===== src/rtl/mul_add_seq_if.sv =====
// Operand/result bundle for mul_add_seq: operand handshake in, reconstructed
// nominator and consistency flag out.
interface mul_add_seq_if;
  logic        in_valid;
  logic        in_ready;
  logic [7:0]  q_in;
  logic [5:0]  d_in;
  logic [5:0]  r_in;
  logic [13:0] n_out;
  logic        out_valid;
  logic        err_out;

  modport master (
    output in_valid, q_in, d_in, r_in,
    input  in_ready, n_out, out_valid, err_out
  );

  modport slave (
    input  in_valid, q_in, d_in, r_in,
    output in_ready, n_out, out_valid, err_out
  );
endinterface


===== src/rtl/mul_add_seq.sv =====
// Shift-add multiply-accumulate rebuilding n = q * d + r, one quotient bit per clock.
// Optional remainder/zero-divisor consistency check enabled by MUL_ADD_CHECK_EN.
//
// state | meaning
// IDLE  | ready; operands captured on in_valid
// ADD   | 8 cycles, one quotient bit each, acc += dd when qq[0]
// OUT   | result and flag registered, out_valid pulsed
module mul_add_seq (
  input  logic         clk,
  input  logic         reset_n,
  mul_add_seq_if.slave bus
);

  typedef enum logic [1:0] {
    IDLE = 2'd0,
    ADD  = 2'd1,
    OUT  = 2'd2
  } state_t;

  state_t      state, state_next;
  logic        accept;
  logic [2:0]  count;
  logic [7:0]  qq;
  logic [13:0] dd;
  logic [13:0] acc;
  logic [13:0] n_r;
  logic        out_valid_r;

  always_ff @(posedge clk or negedge reset_n) begin
    if (!reset_n) state <= IDLE;
    else          state <= state_next;
  end

  always_comb begin
    state_next = state;
    accept     = 1'b0;
    case (state)
      IDLE: begin
        if (bus.in_valid) begin
          accept     = 1'b1;
          state_next = ADD;
        end
      end
      ADD:     if (count == 3'd7) state_next = OUT;
      OUT:     state_next = IDLE;
      default: state_next = IDLE;
    endcase
  end

  // 255*63+63 fits in 14 bits, so the accumulator needs no carry-out.
  always_ff @(posedge clk or negedge reset_n) begin
    if (!reset_n) begin
      count       <= 3'd0;
      qq          <= 8'd0;
      dd          <= 14'd0;
      acc         <= 14'd0;
      n_r         <= 14'd0;
      out_valid_r <= 1'b0;
    end else begin
      out_valid_r <= 1'b0;
      case (state)
        IDLE: begin
          if (accept) begin
            qq    <= bus.q_in;
            dd    <= {8'b0, bus.d_in};
            acc   <= {8'b0, bus.r_in};
            count <= 3'd0;
          end
        end
        ADD: begin
          if (qq[0]) acc <= acc + dd;
          qq    <= qq >> 1;
          dd    <= dd << 1;
          count <= count + 3'd1;
        end
        OUT: begin
          n_r         <= acc;
          out_valid_r <= 1'b1;
        end
        default: ;
      endcase
    end
  end

`ifdef MUL_ADD_CHECK_EN
  logic chk;
  logic err_r;
  logic err_q;

  // Flags a non-canonical remainder or a divide-by-zero source.
  assign chk = (bus.d_in == 6'd0) | (bus.r_in >= bus.d_in);

  always_ff @(posedge clk or negedge reset_n) begin
    if (!reset_n) begin
      err_r <= 1'b0;
      err_q <= 1'b0;
    end else begin
      if (accept)        err_r <= chk;
      if (state == OUT)  err_q <= err_r;
    end
  end

  assign bus.err_out = err_q;
`else
  assign bus.err_out = 1'b0;
`endif

  assign bus.in_ready  = (state == IDLE);
  assign bus.n_out     = n_r;
  assign bus.out_valid = out_valid_r;

endmodule


===== src/flat_wrapper.sv =====
// flat-port wrapper written by rule: the top's interface ports become plain ports
module mul_add_seq_flat 
  (clk, reset_n, bus_in_valid, bus_q_in, bus_d_in, bus_r_in, bus_in_ready, bus_n_out, bus_out_valid, bus_err_out);
  mul_add_seq_if bus_i ();
  input  logic clk;
  input  logic reset_n;
  input wire logic [$bits(bus_i.in_valid)-1:0] bus_in_valid;
  input wire logic [$bits(bus_i.q_in)-1:0] bus_q_in;
  input wire logic [$bits(bus_i.d_in)-1:0] bus_d_in;
  input wire logic [$bits(bus_i.r_in)-1:0] bus_r_in;
  output wire logic [$bits(bus_i.in_ready)-1:0] bus_in_ready;
  output wire logic [$bits(bus_i.n_out)-1:0] bus_n_out;
  output wire logic [$bits(bus_i.out_valid)-1:0] bus_out_valid;
  output wire logic [$bits(bus_i.err_out)-1:0] bus_err_out;
  assign bus_i.in_valid = bus_in_valid;
  assign bus_i.q_in = bus_q_in;
  assign bus_i.d_in = bus_d_in;
  assign bus_i.r_in = bus_r_in;
  assign bus_in_ready = bus_i.in_ready;
  assign bus_n_out = bus_i.n_out;
  assign bus_out_valid = bus_i.out_valid;
  assign bus_err_out = bus_i.err_out;
  mul_add_seq u_core (.clk(clk), .reset_n(reset_n), .bus(bus_i));
endmodule

===== config.mk =====
export PLATFORM = sky130hd
export DESIGN_NAME = mul_add_seq_flat
export DESIGN_NICKNAME = d
export VERILOG_FILES = /design/src/rtl/mul_add_seq_if.sv /design/src/rtl/mul_add_seq.sv /design/src/flat_wrapper.sv
export SDC_FILE = /design/constraint.sdc
export NUM_CORES = 1
export LEC_CHECK = 0
export BUFFER_PORTS_ARGS = -buffer_cell sky130_fd_sc_hd__buf_2
export CORE_ASPECT_RATIO = 1.2
export CORE_UTILIZATION = 57
export CTS_CLUSTER_SIZE = 25
export DETAILED_ROUTE_END_ITERATION = 12
export PLACE_DENSITY = 0.86
export SETUP_SLACK_MARGIN = 0.1
export SYNTH_ARGS = -nofsm -noshare
export SYNTH_HDL_FRONTEND = slang
export SYNTH_SLANG_ARGS = --single-unit

===== constraint.sdc =====
create_clock -name clk -period 2.3 [get_ports clk]
set_input_delay 0.345 -clock clk [delete_from_list [all_inputs] [get_ports clk]]
set_output_delay 0.345 -clock clk [all_outputs]
set_load 0.01 [all_outputs]

==> key figures, run 1 <==
Worst setup path
  – Worst EP arrival: 2.29 ns
  – Slowest CP cell: dfrtp_1
  – Critical path data required time: 2.49 ns
  – Setup CP Type: reg2reg
  – Critical-path cell list: ha_2 > a21o_1 > a21o_1 > a221oi_2 > a21boi_1 > o2111a_1 > a211o_1
  – Reg-to-reg endpoint: u_core.acc[13]
  – Reg2reg start: u_core.acc[10]
  – Most frequent CP cell: a21o_1
  – Crit-path max cell delay: 0.41 ns
  – Reg2Reg Depth: 7
  – Critical path startpoint category: flop
  – CP max FO: 6
  – CP Capture Type: flop
  – R2r setup slk: 0.20 ns

Yosys
  – Top cell types by occurrence after synthesis: dfrtp_1, nand2_1, o21ai_0
  – Top_reg_cell synth: dfrtp_1
  – Yosys top cell area share: 0.493
  – Fraction of registers with async set or reset after synthesis: 1.00
  – Post-synthesis cell type count: 42
  – Synth area leader: dfrtp_1
  – Synth top area cells: dfrtp_1, ha_1, mux2i_1
  – Seq/Total Area, Yosys: 0.493
  – Syn_nets: 299
  – Most numerous cell in the Yosys netlist: dfrtp_1
  – Mapped Area: 2840 um2
  – EDFF count, synth: 0
  – Register bit total from synthesis: 56
  – Synth warn: 0
  – Cells after Synth: 260
  – Avg Synthesized Cell Area: 10.9 um2

Power and ir drop
  – Peak VDD IR: 0.000676 V
  – Pleak: 1.66 nW
  – PD cells: 1330 nW/um2

Floorplan
  – Starting Density: 0.606
  – CORE AREA: 4700 um2
  – Ports: 40
  – Die W: 66.5 um
  – Die area: 5280 um2
  – Row Count: 27
  – Die H: 79.4 um

Drt
  – Vias per inst: 5.89
  – Total Wirelength: 5560 um
  – WL/cell: 15.7 um
  – Initial drt markers: 157
  – First-pass iteration count of the detailed router: 4
  – DR vias: 2090
  – Drc violations: 0
  – Detail Route Antenna Nets: 0

Run
  – Max-Cap Viols: 0

Final layout
  – Final Util: 0.682
  – Antenna cells: 0
  – Nets@finish: 336
  – Post-Layout Cell Count: 355
  – Area Growth Syn to Fin: 12.5%
  – Fraction of final layout cells sized beyond drive strength 1: 0.253
  – Cell area after layout: 3200 um2

STA
  – Max-slew headroom: 0.648
  – Period utilisation layout: 0.913
  – Clock Skew: 0.00799 ns
  – Count of final setup violators: 0
  – Fmax: 476 MHz
  – Fin. Hold Viols: 0
  – RSZ-0062 raised after global routing: yes
  – Final setup TNS: 0 ns
  – Max-slew violations: 0
  – Final worst path period need: 2.10 ns
  – Hold_ws: 0.00125 ns
  – Slew @ Worst Pin: 0.528 ns

Clock network
  – TritonCTS clock tree: done
  – Longest Clk Path Bufs: 2
  – Post-CTS setup repair buffer count: 0
  – Worst-skew pair later-pin latency: 0.31 ns
  – Clock root buffer: clkbuf_8
  – H-tree levels: 2
  – Clk sinks: 56
  – Clock-pin transition on the worst setup and hold timing paths: 0.09 ns
  – CTS buffer count: 5

GRT
  – Total grt overflow: 0
  – GRT Util Overall: 0.237
  – Vias in the first global route: 2072
  – Largest net degree at the start of global routing: 36
  – Initial antenna violation count: 0
  – First-pass GRT wire length: 9360 um

Placed design
  – Inst Count DP: 348
  – Placement Cell Area: 3110 um2
  – Hpwl dp: 4070 um
  – I/O Buffers: 38
  – Placer congestion estimate: 0.871

Worst hold path
  – HP Class: in2async

Outcome
  – Status: complete, no violations
## cells in the final DEF, fill, tap and decap left out, types with 6 or more instances in the layout
cell     netlist  routed
xnor2_1        7       7
mux2_2        15      15
buf_2          5      38
nand2_1       35      35
ha_1          15      14
dfrtp_1       56      56
o21ai_0       27      27
mux2i_1       17      17
o21ai_1        6       6
a22o_1        10      10
a21oi_1       11       9
nor2b_1        7       6
## cells by family (layout without fill, tap and decap cells)
group	after synthesis	after routing	share of synthesized area
xor+xnor	9	9	0.0277
flops	56	56	0.493
other cells	1	1	0.00132
simple gates	56	56	0.0946
compound gates	73	73	0.163
buf+inv	17	54	0.0286
fa+ha+maj	16	16	0.0730
mux	32	32	0.119
## layout make-up
cell class	instances	area [um2]
Fill cell	357	1500
Timing Repair Buffer	44	260
Sequential cell	56	1400
Multi-Input combinational cell	187	1380
Tap cell	58	72.6
Inverter	3	11.3
Clock buffer	6	72.6
Clock inverter	1	5.00
## how the worst max path moves through the flow
stage / endpoint / depth (start not counted) / startpoint / slack, ns
after CTS: u_core.acc[13] / 7 / u_core.acc[10] / 0.14
after global routing: u_core.acc[8] / 8 / u_core.acc[0] / 0.08
final: u_core.acc[13] / 7 / u_core.acc[10] / 0.20
after detailed placement: u_core.acc[8] / 8 / u_core.acc[0] / 0.12
after floorplan: u_core.acc[13] / 7 / u_core.acc[10] / 0.28
after global placement: u_core.acc[13] / 7 / u_core.acc[10] / 0.23
## per-stage QoR
stage / power (mW) / setup WS (ns)
2_1_floorplan: 3.20 / 0.277
3_3_place_gp: 3.64 / 0.234
3_5_place_dp: 3.76 / 0.124
4_1_cts: 4.27 / 0.135
5_1_grt: 4.61 / 0.0790
6_report: 4.27 / 0.201
## what timing repair did
item,4_1_cts,5_1_grt
gates resized for setup,1,2
setup endpoints to repair,1,3
hold buffers,0,0
## sequential cells by signal (all words and copies together) (netlist names)
register and count:
u_core.acc 14, u_core.dd 14, u_core.count 3, u_core.bus.out_valid 1
u_core.state 2, u_core.qq 8, u_core.bus.n_out 14
## worst max-delay path, delay by kind of cell (launching register included)
family	cells	cell delay (ns)
adders and majority gates	1	0.33
AOI/OAI and AO/OA	6	1.24
DFF	1	0.41
## layer usage
metal	up-vias	track usage	share of wire
met5	-	0	0
met4	0	0.0936	0.019
met3	10	0.0400	0.039
met2	56	0.405	0.51
met1	1021	0.295	0.43
li1	1003	-	-
## power breakdown
group	internal [mW]	leakage, nW	switching (mW)
clock network	0.208	0.0410	0.299
logic	0.962	0.895	1.11
registers	1.38	0.728	0.306
total	2.55	1.66	1.72
Note: power is estimated with default switching activity, not from simulation.
==> run 2: changes to the inputs <==
Settings changed: CELL_PAD_IN_SITES_DETAIL_PLACEMENT from default to 1, CELL_PAD_IN_SITES_GLOBAL_PLACEMENT from default to 1, CORE_UTILIZATION 57 to 45.
==> run 2 against run 1 <==
Against the previous run:
- sequential share of layout area is 0.73 points lower
- global-route usage is 1.9 points lower
- worst hold slack better by 0.021 ns
- sequential power hardly changed
- total power is 2.7% higher
- setup slack better by 0.0014 ns
==> key figures, run 2 (same netlist as run 1, synthesis figures left out) <==
Floorplan
  – Die area: 6640 um2 (+26%)
  – Die H: 89.1 um (+12%)
  – CORE AREA: 6050 um2 (+29%)
  – Die W: 74.6 um (+12%)
  – Row Count: 31 (+15%)
  – Ports: 40 (unchanged)
  – Starting Density: 0.470 (-0.136)

STA
  – Slew @ Worst Pin: 0.613 ns (+0.0849 ns)
  – RSZ-0062 raised after global routing: no
  – Count of final setup violators: 0 (unchanged)
  – Max-slew headroom: 0.591 (-0.0564)
  – Final setup TNS: 0 ns (unchanged)
  – Max-slew violations: 0 (unchanged)
  – Final worst path period need: 2.10 ns (-0.00136 ns)
  – Fmax: 477 MHz (about the same)
  – Clock Skew: 0.0111 ns (+0.00306 ns)
  – Period utilisation layout: 0.912 (about the same)
  – Fin. Hold Viols: 0 (unchanged)

Clock network
  – Post-CTS setup repair buffer count: 0 (unchanged)
  – CTS buffer count: 5 (unchanged)
  – PostCTS Resize Cnt: 0 (-1)
  – Worst-skew pair later-pin latency: 0.32 ns (about the same)
  – Clock-pin transition on the worst setup and hold timing paths: 0.10 ns (about the same)
  – Longest Clk Path Bufs: 2 (unchanged)
  – H-tree levels: 2 (unchanged)
  – Clk sinks: 56 (unchanged)
  – Clock root buffer: clkbuf_8
  – TritonCTS clock tree: done
  – Post-CTS Hold Buffers: 0 (unchanged)

Power and ir drop
  – PD cells: 1350 nW/um2 (+0.89%)
  – P_int: 2.58 mW (+1.1%)
  – Clock power share: 0.124 (+0.005)
  – Sw Pwr: 1.80 mW (+5.0%)
  – Sw frac: 0.412 (+0.00917)
  – Sequential share of power: 0.387 (-0.008)
  – Peak VDD IR: 0.000529 V (-22%)
  – Pleak: 1.67 nW (+0.31%)
  – Comb pwr share: 0.489 (+0.003)

GRT
  – M2 GR Usage: 0.392 (-0.0128)
  – Met3 GRT Util: 0.0372 (-0.00280)
  – Top Usage Layer GRT: met2
  – First-pass GRT wire length: 10600 um (+14%)
  – Largest net degree at the start of global routing: 33 (-8.3%)
  – Vias in the first global route: 2185 (+5.5%)
  – Initial antenna violation count: 0 (unchanged)
  – Global-route met1 utilization: 0.257 (-0.0374)
  – GRT Util Overall: 0.218 (-0.0187)
  – Total grt overflow: 0 (unchanged)

Final layout
  – Final Util: 0.538 (-0.143)
  – FILL cells: 692 (+94%)
  – Commonest non-fill, non-tap cell in the layout: dfrtp_1
  – Area Growth Syn to Fin: 14.6%
  – Fraction of final layout cells sized beyond drive strength 1: 0.268 (+0.0159)
  – Nets@finish: 336 (unchanged)
  – Antenna cells: 0 (unchanged)
  – Most frequent cells in the layout: dfrtp_1, buf_2, nand2_1, o21ai_0, mux2i_1

Worst setup path
  – Most frequent CP cell: o21ai_1
  – Critical path startpoint category: flop
  – Reg-to-reg endpoint: u_core.acc[12]
  – R2r setup slk: 0.20 ns (about the same)
  – Reg2Reg Depth: 8 (+1)
  – Worst EP arrival: 2.30 ns (about the same)
  – Critical path data required time: 2.50 ns (about the same)
  – Slowest CP cell: fa_1
  – Critical-path cell list: ha_1 > fa_1 > a21oi_2 > o21ai_1 > a21oi_2 > o21ai_1 > xnor2_1 > o21ai_1
  – Buffers and inverters on the worst path: 0 (unchanged)
  – CP Capture Type: flop
  – Setup CP Type: reg2reg
  – Reg2reg start: u_core.acc[0]
  – CP delay by family, top: compound AO/OA/AOI/OAI gates
  – Crit-path max cell delay: 0.43 ns (+0.02 ns)
  – CP max FO: 3 (-3)

Placed design
  – Hpwl dp: 4760 um (+17%)
  – I/O Buffers: 38 (unchanged)
  – Placer congestion estimate: 0.847 (-2.8%)

Drt
  – Total Wirelength: 6420 um (+15%)
  – First-pass iteration count of the detailed router: 4 (unchanged)
  – Drc violations: 0 (unchanged)
  – Vias per inst: 5.44 (-7.5%)
  – Detail Route Antenna Nets: 0 (unchanged)
  – WL/cell: 16.9 um (+7.9%)
  – Initial drt markers: 71 (-55%)
  – DR vias: 2069 (-1.0%)

Run
  – Max-Cap Viols: 0 (unchanged)

Outcome
  – Status: complete, no violations

Worst hold path
  – HP Class: in2async
[run 2: changes by cell type in the layout (fill, tap and decap cells not counted), sizes merged]
cell    before  now
clkbuf       6    7
[run 2: final cells by class]
class | instances | area (um2) | share of cell area
timing repair buffer | 44 | 260 | 0.0799
inverter | 3 | 11.3 | 0.00346
clock buffer | 7 | 76.3 | 0.0234
clock inverter | 1 | 8.76 | 0.00269
multi-input combinational | 187 | 1400 | 0.429
tap | 82 | 103 | 0.0315
sequential | 56 | 1400 | 0.430
[run 2: per-layer routing]
| layer | share of wire | wire, um |
|---|---|---|
| met5 | 0 | 0 |
| met4 | 0.021 | 132 |
| met3 | 0.032 | 205 |
| met2 | 0.53 | 3410 |
| met1 | 0.42 | 2670 |
[run 2: worst reg2reg max path: stages (launching register included)]
cell     delay [ns]
dfrtp_1        0.41
ha_1           0.24
fa_1           0.43
a21oi_2        0.18
o21ai_1        0.13
a21oi_2        0.23
o21ai_1        0.11
xnor2_1        0.16
o21ai_1        0.08
[run 2: power groups by stage]
stage	combinational [mW]	sequential, mW	clock, mW
finish	2.14	1.70	0.544
global route	2.40	1.76	0.586
CTS	2.12	1.70	0.562
detailed placement	2.10	1.72	0
global placement	2.00	1.69	0
floorplan	1.55	1.65	0
[run 2: worst max-delay path by stage]
stage          slack [ns]  cells after the start             end            from
5_1_grt              0.07                      8  u_core.acc[12]   u_core.acc[0]
3_3_place_gp         0.24                      7  u_core.acc[13]  u_core.acc[10]
4_1_cts              0.13                      8  u_core.acc[12]    u_core.dd[0]
2_1_floorplan        0.28                      7  u_core.acc[13]  u_core.acc[10]
6_report             0.20                      8  u_core.acc[12]   u_core.acc[0]
3_5_place_dp         0.15                      8  u_core.acc[12]   u_core.acc[0]
[run 2: per-stage QoR]
stage          area (um2)  cells  power, mW  hold slack (ns)  worst slack, ns
2_1_floorplan        2840    260       3.20           0.0494            0.277
3_3_place_gp         3140    372       3.69            0.384            0.236
3_5_place_dp         3140    372       3.82            0.390            0.153
4_1_cts              3230    380       4.38           0.0362            0.127
5_1_grt              3260    380       4.74           0.0654           0.0749
6_report             3260    380       4.38           0.0219            0.202
==> run 3: changes to the inputs <==
--- a/config.mk
+++ b/config.mk
@@ -11,2 +11,3 @@
 export CORE_ASPECT_RATIO = 1.2
+export CORE_MARGIN = 3
 export CORE_UTILIZATION = 45
@@ -14,3 +15,3 @@
 export DETAILED_ROUTE_END_ITERATION = 12
-export PLACE_DENSITY = 0.86
+export PLACE_DENSITY_LB_ADDON = 0.2
 export SETUP_SLACK_MARGIN = 0.1
--- a/constraint.sdc
+++ b/constraint.sdc
@@ -3,2 +3,2 @@
 set_output_delay 0.345 -clock clk [all_outputs]
-set_load 0.01 [all_outputs]
+set_load 0.005 [all_outputs]
==> run 3 against run 2 <==
Against the previous run:
- critical path type unchanged
- die area increased by 10%
- non-clock buffer count increased by 2
- total power down 1.6%
- final area about the same
- largest power group unchanged
- critical path depth is the same
- fmax rose by 0.90%
- core utilization down 0.36 points
- flip-flop and latch count unchanged
- count of clock-buffer cells in the layout grew 1
==> key figures, run 3 (same netlist as run 1, synthesis figures left out) <==
Outcome
  – Status: complete, no violations

GRT
  – First-pass GRT wire length: 10500 um (-1.1%)
  – Total grt overflow: 0 (unchanged)
  – Vias in the first global route: 2192 (+0.32%)
  – Largest net degree at the start of global routing: 30 (-9.1%)
  – Met3 GRT Util: 0.0366 (-0.000595)
  – GRT Util Overall: 0.183 (-0.0355)
  – Global-route met1 utilization: 0.232 (-0.0250)
  – M2 GR Usage: 0.307 (-0.0856)
  – Initial antenna violation count: 0 (unchanged)
  – Top Usage Layer GRT: met2

Worst setup path
  – R2r setup slk: 0.22 ns (+0.02 ns)
  – Critical path data required time: 2.48 ns (-0.02 ns)
  – CP max FO: 4 (+1)
  – Most frequent CP cell: o21ai_1
  – Setup CP Type: reg2reg
  – Reg2Reg Depth: 8 (unchanged)
  – Crit-path max cell delay: 0.43 ns (about the same)
  – CP Capture Type: flop
  – Reg-to-reg endpoint: u_core.acc[8]
  – Slowest CP cell: dfrtp_1
  – Worst setup startpoint: u_core.dd[0]
  – Worst EP arrival: 2.26 ns (-0.04 ns)
  – Reg2reg start: u_core.dd[0]
  – Critical-path cell list: ha_1 > fa_1 > a21oi_1 > o21ai_1 > a21oi_2 > o21ai_1 > xnor2_1 > o21ai_0
  – Critical path startpoint category: flop

STA
  – Final setup TNS: 0 ns (unchanged)
  – Slew @ Worst Pin: 0.657 ns (+0.0445 ns)
  – Count of final setup violators: 0 (unchanged)
  – Max-slew violations: 0 (unchanged)
  – Fmax: 481 MHz (+0.90%)
  – RSZ-0062 raised after global routing: yes
  – Fin. Hold Viols: 0 (unchanged)
  – Period utilisation layout: 0.904 (-0.00816)
  – Clock Skew: 0.00757 ns (-0.00348 ns)
  – Final worst path period need: 2.08 ns (-0.0188 ns)
  – Max-slew headroom: 0.562 (-0.0296)

Final layout
  – Cell area after layout: 3260 um2 (about the same)
  – Area Growth Syn to Fin: 14.5% (about the same)
  – Most frequent cells in the layout: dfrtp_1, buf_2, nand2_1, o21ai_0, mux2i_1
  – Commonest non-fill, non-tap cell in the layout: dfrtp_1
  – Nets@finish: 338 (+0.60%)
  – Fraction of final layout cells sized beyond drive strength 1: 0.267 (-0.00179)
  – Antenna cells: 0 (unchanged)
  – Final Util: 0.535 (-0.00364)

Power and ir drop
  – Comb pwr share: 0.481 (-0.008)
  – Sw Pwr: 1.72 mW (-4.7%)
  – Clock power share: 0.131 (+0.007)
  – Sw frac: 0.398 (-0.0131)
  – P_int: 2.60 mW (+0.62%)
  – PD cells: 1320 nW/um2 (-1.5%)
  – Pleak: 1.68 nW (+0.33%)
  – Total design power: 4.31 mW (-1.6%)
  – Peak VDD IR: 0.000794 V (+50%)
  – Sequential share of power: 0.388 (about the same)

Floorplan
  – Die W: 78.6 um (+5.4%)
  – Ports: 40 (unchanged)
  – Die H: 93.1 um (+4.5%)
  – Starting Density: 0.467 (-0.00299)
  – Row Count: 31 (unchanged)
  – Die area: 7310 um2 (+10%)
  – CORE AREA: 6090 um2 (+0.64%)

Drt
  – Detail Route Antenna Nets: 0 (unchanged)
  – Initial drt markers: 68 (-4.2%)
  – Vias per inst: 5.45 (about the same)
  – Drc violations: 0 (unchanged)
  – Total Wirelength: 6140 um (-4.4%)
  – WL/cell: 16.1 um (-4.9%)
  – First-pass iteration count of the detailed router: 4 (unchanged)
  – DR vias: 2081 (+0.58%)

Placed design
  – Placement Cell Area: 3150 um2 (about the same)
  – Hpwl dp: 4580 um (-3.8%)
  – Placer congestion estimate: 0.802 (-5.2%)
  – I/O Buffers: 38 (unchanged)

Clock network
  – Clock root buffer: clkbuf_8
  – CTS buffer count: 5 (unchanged)
  – TritonCTS clock tree: done
  – Worst-skew pair later-pin latency: 0.31 ns (about the same)
  – Post-CTS setup repair buffer count: 0 (unchanged)
  – Post-CTS Hold Buffers: 0 (unchanged)
  – Longest Clk Path Bufs: 2 (unchanged)
  – Clock-pin transition on the worst setup and hold timing paths: 0.10 ns (about the same)
  – Clk sinks: 56 (unchanged)
  – PostCTS Resize Cnt: 0 (unchanged)
  – H-tree levels: 2 (unchanged)

Run
  – Max-Cap Viols: 0 (unchanged)

Worst hold path
  – HP Class: in2async
-- run 3: cell count changes in the layout (fill, tap and decap cells not counted) --
cell	previous run	this run
and4_2	0	1
buf_4	4	7
a21oi_2	3	1
buf_12	2	1
clkinv_4	1	0
clkbuf_8	5	6
a21oi_1	8	10
and4_4	1	0
-- run 3: per-layer routing --
metal,wire length (um),part of all wire
met5,0,0
met1,2670,0.44
met3,231,0.038
met4,112,0.018
met2,3120,0.51
-- run 3: worst max-delay path by stage --
stage                                 to  slack (ns)  cells past startpoint
final                      u_core.acc[8]        0.22                      8
after global routing       u_core.acc[8]        0.04                      8
after CTS                 u_core.acc[13]        0.13                      7
after detailed placement  u_core.acc[13]        0.14                      7
after global placement     u_core.acc[8]        0.22                      8
after floorplan           u_core.acc[13]        0.28                      7
-- run 3: final cells by class --
type / count / area [um2]
Multi-Input combinational cell: 187 / 1390
Clock buffer: 8 / 90.1
Sequential cell: 56 / 1400
Fill cell: 698 / 2830
Tap cell: 82 / 103
Timing Repair Buffer: 46 / 263
Inverter: 3 / 11.3
-- run 3: stage by stage --
stage	hold WS, ns	std cells	worst slack [ns]
6_report	0.0591	382	0.221
5_1_grt	0.0842	382	0.0363
4_1_cts	0.0727	382	0.126
3_5_place_dp	0.411	374	0.136
3_3_place_gp	0.419	374	0.222
2_1_floorplan	0.0494	260	0.277
-- run 3: worst max-delay path, delay by kind of cell (launching register included) --
family	cells	cell delay [ns]
XOR/XNOR	1	0.13
adder cells (fa/ha/maj)	2	0.64
AO/OA/AOI/OAI	5	0.74
flip-flops	1	0.43
-- run 3: power groups by stage --
stage	clock [mW]	combinational (mW)	sequential (mW)
CTS	0.579	2.09	1.68
detailed placement	0	2.08	1.70
global route	0.626	2.36	1.73
floorplan	0	1.54	1.61
global placement	0	1.99	1.69
finish	0.564	2.08	1.67
